File: src/rtl/cp0_pkg.sv
// cp0_pkg: CP0 register numbers, field positions and exception codes
package cp0_pkg;
  localparam logic [4:0] REG_SR    = 5'd12;
  localparam logic [4:0] REG_CAUSE = 5'd13;
  localparam logic [4:0] REG_EPC   = 5'd14;
  localparam logic [4:0] REG_PRID  = 5'd15;
  localparam int IM_LO  = 10;
  localparam int IM_HI  = 15;
  localparam int EXL    = 1;
  localparam int IE     = 0;
  localparam int BD     = 31;
  localparam int EXC_LO = 2;
  localparam int EXC_HI = 6;
  typedef enum logic [4:0] {
    EXC_INT  = 5'd0,
    EXC_ADEL = 5'd4,
    EXC_ADES = 5'd5,
    EXC_RI   = 5'd10,
    EXC_OV   = 5'd12
  } excCode_t;
endpackage

File: src/rtl/cp0_int_sync.sv
// cp0_int_sync: two-flop synchroniser for the external interrupt lines
module cp0_int_sync (
  input  logic       clk,
  input  logic       rst_n,
  input  logic [5:0] hwint,
  output logic [5:0] ip
);
  logic [5:0] meta;
  // first flop may go metastable; second flop presents a settled level
  always_ff @(posedge clk or negedge rst_n)
    if (!rst_n) {ip, meta} <= '0;
    else {ip, meta} <= {meta, hwint};
endmodule

File: src/rtl/cp0_exc_unit.sv
// cp0_exc_unit: CP0 registers plus interrupt/exception request arbitration
module cp0_exc_unit import cp0_pkg::*; #(
  parameter logic [31:0] PRID       = 32'h2023_0001,
  parameter logic [31:0] EXC_VECTOR = 32'h0000_4180
) (
  input  logic        clk,
  input  logic        rst_n,
  input  logic [5:0]  hwint,
  input  logic [31:0] pc_m,
  input  logic        bd_m,
  input  logic        exc_valid_m,
  input  logic [4:0]  exccode_m,
  input  logic        eret_m,
  input  logic        we,
  input  logic [4:0]  addr,
  input  logic [31:0] wdata,
  output logic [31:0] rdata,
  output logic        int_req,
  output logic [31:0] epc,
  output logic        exl,
  output logic [31:0] exc_vector
);
  logic [5:0]  ip;
  logic [5:0]  im;
  logic        ie;
  logic        bd;
  logic [4:0]  excCode;
  logic [31:0] epcReg;
  logic        intPend;
  logic        srWr;
  logic        epcWr;
  logic [31:0] epcNext;

  cp0_int_sync uSync (
    .clk  (clk),
    .rst_n(rst_n),
    .hwint(hwint),
    .ip   (ip)
  );

  assign intPend    = (|(ip & im)) & ie & ~exl;
  assign int_req    = intPend | (exc_valid_m & ~exl);
  assign srWr       = we && addr == REG_SR;
  assign epcWr      = we && addr == REG_EPC;
  assign epcNext    = (bd_m ? pc_m - 32'd4 : pc_m) & ~32'd3;
  assign epc        = (epcWr && !int_req) ? wdata : epcReg;
  assign exc_vector = EXC_VECTOR;

  // exception entry owns EXL/Cause/EPC; mtc0 still lands on IM/IE
  always_ff @(posedge clk or negedge rst_n)
    if (!rst_n) begin
      im      <= '0;
      ie      <= 1'b0;
      exl     <= 1'b0;
      bd      <= 1'b0;
      excCode <= '0;
      epcReg  <= '0;
    end else begin
      if (srWr) begin
        im <= wdata[IM_HI:IM_LO];
        ie <= wdata[IE];
      end
      if (int_req) begin
        exl     <= 1'b1;
        bd      <= bd_m;
        excCode <= intPend ? EXC_INT : exccode_m;
        epcReg  <= epcNext;
      end else begin
        if (srWr) exl <= wdata[EXL];
        if (eret_m) exl <= 1'b0;
        if (epcWr) epcReg <= wdata;
      end
    end

  // mfc0 read mux; unmapped bits and registers read as zero
  always_comb begin
    rdata = '0;
    case (addr)
      REG_SR: begin
        rdata[IM_HI:IM_LO] = im;
        rdata[EXL]         = exl;
        rdata[IE]          = ie;
      end
      REG_CAUSE: begin
        rdata[BD]            = bd;
        rdata[IM_HI:IM_LO]   = ip;
        rdata[EXC_HI:EXC_LO] = excCode;
      end
      REG_EPC:  rdata = epcReg;
      REG_PRID: rdata = PRID;
      default:  rdata = '0;
    endcase
  end
endmodule

File: config.mk
export PLATFORM = sky130hd
export DESIGN_NAME = cp0_exc_unit
export DESIGN_NICKNAME = d
export VERILOG_FILES = /design/src/rtl/cp0_pkg.sv /design/src/rtl/cp0_int_sync.sv /design/src/rtl/cp0_exc_unit.sv
export SDC_FILE = /design/constraint.sdc
export NUM_CORES = 1
export LEC_CHECK = 0
export CAP_MARGIN = 10
export CORE_ASPECT_RATIO = 1.4
export CORE_UTILIZATION = 40
export DETAILED_ROUTE_END_ITERATION = 12
export DONT_BUFFER_PORTS = 1
export PLACE_DENSITY = 0.61
export SYNTH_ARGS = -nofsm -noshare
export SYNTH_HDL_FRONTEND = slang
export SYNTH_HIERARCHICAL = 1
export SYNTH_SLANG_ARGS = --single-unit
File: constraint.sdc
create_clock -name clk -period 3.3 [get_ports clk]
set_input_delay 0.165 -clock clk [delete_from_list [all_inputs] [get_ports clk]]
set_output_delay 0.165 -clock clk [all_outputs]
set_load 0.02 [all_outputs]
==> results.sh <==
export IMPL_ir_drop_uv=270.0
export IMPL_die_h_um=121.5
export IMPL_post_cts_resized=0
export IMPL_cts_tree="done"
export IMPL_vias_per_cell=5.464
export IMPL_setup_viol=0
export IMPL_max_slew_margin_rel_pct=35.67
export IMPL_r2r_start="im[2]"
export IMPL_slowest_stage="nand2b_2"
export IMPL_critPathMaxStageDelay_ps=640
export IMPL_synth_largest_area_cell="dfrtp_1"
export IMPL_clock_latency_ps=330
export IMPL_nFillCells=957
export IMPL_finalCritPeriodShare_pct=84.92
export IMPL_synth_top_area_share_pct=35.59
export IMPL_synth_warning_count=6
export IMPL_rsz0062_at_grt="no"
export IMPL_start_kind="flip-flop"
export IMPL_first_global_vias=3041
export IMPL_hold_viol_final=0
export IMPL_fin_worst_skew_ps=8.149
export IMPL_pin_count=184
export IMPL_end_kind="output port"
export IMPL_fin_crit_ps=2802
export IMPL_track_usage_pct=21.08
export IMPL_synth_seq_area_share_pct=35.59
export IMPL_dr_pass1_iters=4
export IMPL_numCtsBuffers=9
export IMPL_ys_types=48
export IMPL_cts_num_sinks=58
export IMPL_hold_depth=2
export IMPL_hold_path_startpoint="bd_m"
export IMPL_timing_worst_setup_path_type="flip-flop to output port"
export IMPL_die_width_um=87.33
export IMPL_syn_avg_cell_area_um2=9.779
export IMPL_grt_pass1_wl_mm=16.41
export IMPL_core_area_mm2=0.009899
export IMPL_h_tree_depth=3
export IMPL_post_cts_setup_buffer_count=0
export IMPL_ys_ff_latch=58
export IMPL_worstPathRequired_ps=3130
export IMPL_cap_viol_max_count=0
export IMPL_yosysMostFrequentCell="dfrtp_1"
export IMPL_utilization_pct=46.09
export IMPL_synth_edf_count=0
export IMPL_drtIter0Drc=105
export IMPL_gp_congestion=0.7287
export IMPL_reg2regPathDepth=6
export IMPL_total_power_mw=3.317
export IMPL_clock_path_buffers=2
export IMPL_grt_max_degree=66
export IMPL_drive_gt1_share_pct=17.29
export IMPL_critPathMaxFanout=32
export IMPL_final_nets=510
export IMPL_synth_ff_type="dfrtp_1"
export IMPL_num_vias=3076
export IMPL_ant_nets=0
export IMPL_avgRoutedWirePerCell_um=19.45
export IMPL_crit_family="simple AND/OR/NAND/NOR gates"
export IMPL_multi_input_area_mm2=0.002327
export IMPL_row_count=43
export IMPL_seqCellArea_mm2=0.001451
export IMPL_tightest_slew_ps=964.9
export IMPL_p_leak_nw=1.820
export IMPL_whs_endpoint="epcReg[3]"
export IMPL_io_buffers=0
export IMPL_fmaxAchievable_ghz=0.3569
export IMPL_hold_class="input port to flip-flop"
export IMPL_syn_instance_count=417
export IMPL_status="finished clean"
export IMPL_grt_ovfl_total=0
export IMPL_clk_pin_slew_ps=50
export IMPL_dpl_hpwl_mm=7.547
export IMPL_synth_area_mm2=0.004078
export IMPL_powerDensity_mw_per_mm2=726.8
export IMPL_async_flop_share_pct=100.0
export IMPL_wl_mm=10.95
export IMPL_antenna_found_initial=0
export IMPL_ff2ff_setup_slack_ps=1310
export IMPL_slew_viol_final=0
export IMPL_yosys_top_cells_area="dfrtp_1 36%, mux2_2 10%, buf_4 6.1%, xnor2_1 4.9%, mux2i_1 4.2%"
export IMPL_synthTopCellsByCount="58 x dfrtp_1, 38 x mux2_2, 33 x buf_4"
export IMPL_worstReg2RegEnd="epcReg[29]"
export IMPL_floorplan_initialDensity_pct=41.19
export IMPL_num_antenna_cells=0
export IMPL_dieArea_mm2=0.01061
export IMPL_cts_root_buf="clkbuf_16"
export IMPL_path_cells="a22oi_1 -> nand3_1 -> o21a_2 -> nand2b_2 -> mux2_2"
export IMPL_crit_buf_inv=0
export IMPL_area_delta_synth_final_pct=11.91
export IMPL_route_detailed_drc=0
export IMPL_cp_data_arrival_time_ps=2640
export IMPL_final_setup_tns_ps=0
cell usage in the layout (no fill, tap or decap), types with 3 or more instances in the layout:
cell            n
bufinv_16       3
dlygate4sd3_1  20
nand4_2         3
nor2b_1        26
a22oi_1         7
nor3_1          7
xor2_1          4
nor4_2          3
conb_1         32
mux2i_1        17
a211oi_1       22
clkbuf_16       9
nand3_1         3
buf_4           3
nor4_1          4
mux2_2         38
dfrtp_1        58
inv_1           3
o21ai_0        13
a21oi_1        23
nand2_1        24
xnor2_1        23
a22o_1          6
nor2_1         24
and3_1         14
o211a_1         4
kinds of logic (layout without fill, tap and decap cells):
kind of cell / after synthesis / in the layout / synth area share [%]
adder cells (fa/ha/maj): 1 / 1 / 0.3068
buffers and inverters: 62 / 43 / 10.16
multiplexers: 57 / 57 / 15.40
XOR/XNOR: 27 / 27 / 5.799
other: 2 / 32 / 0.1842
AND/OR/NAND/NOR: 127 / 127 / 18.99
flip-flops: 58 / 58 / 35.59
AO/OA/AOI/OAI: 83 / 83 / 13.56
how the worst max path moves through the flow:
stage          cells past startpoint      end  slack (ps)  start
3_5_place_dp                       5   epc[5]         840  im[2]
2_1_floorplan                      7  epc[29]        1560  im[0]
5_1_grt                            5   epc[9]         360  im[2]
3_3_place_gp                       5   epc[5]         920  im[2]
6_report                           5   epc[5]         500  im[2]
4_1_cts                            5   epc[5]         470  im[2]
state kept, by name, indices dropped and copies added, names as in the netlist:
signal,cells
uSync/ip,6
epcReg,32
im,6
ie,1
exl,1
bd,1
excCode,5
uSync/meta,6
cell type report:
| class | instances | area share [%] |
|---|---|---|
| Multi-Input combinational cell | 327 | 51.00 |
| Sequential cell | 58 | 31.81 |
| Clock buffer | 12 | 5.621 |
| Timing Repair Buffer | 24 | 5.484 |
| Tap cell | 135 | 3.702 |
| Clock inverter | 4 | 2.139 |
| Inverter | 3 | 0.2468 |
repair_timing:
action                                  in CTS  in global routing
endpoints found under the setup margin       0                  0
hold buffers                                21                  0
endpoints found under the hold margin       78                  0
routing by layer:
layer	up-vias	GRT usage, %	share of wire [%]
li1	1440	-	-
met1	1489	24.82	40
met2	134	36.33	52
met3	13	5.442	5.8
met4	0	7.787	1.7
met5	-	0	0
per-stage QoR:
stage / worst slack, ps / instances / cell area, µm² / hold WS [ps]
6_report: 497.7 / 563 / 4563 / 18.12
5_1_grt: 357.8 / 563 / 4563 / 23.28
4_1_cts: 465.9 / 563 / 4563 / 3.273
3_5_place_dp: 840.4 / 526 / 3981 / -128.4
3_3_place_gp: 916.4 / 526 / 3981 / -128.9
2_1_floorplan: 1558 / 447 / 4190 / -130.6
power breakdown:
group	internal (mW)	switching, mW	leakage (nW)
registers	0.959	0.182	0.682
clock network	0.778	0.320	0.169
logic	0.429	0.648	0.969
total	2.17	1.15	1.82
Power figures use the tool's default switching activity.
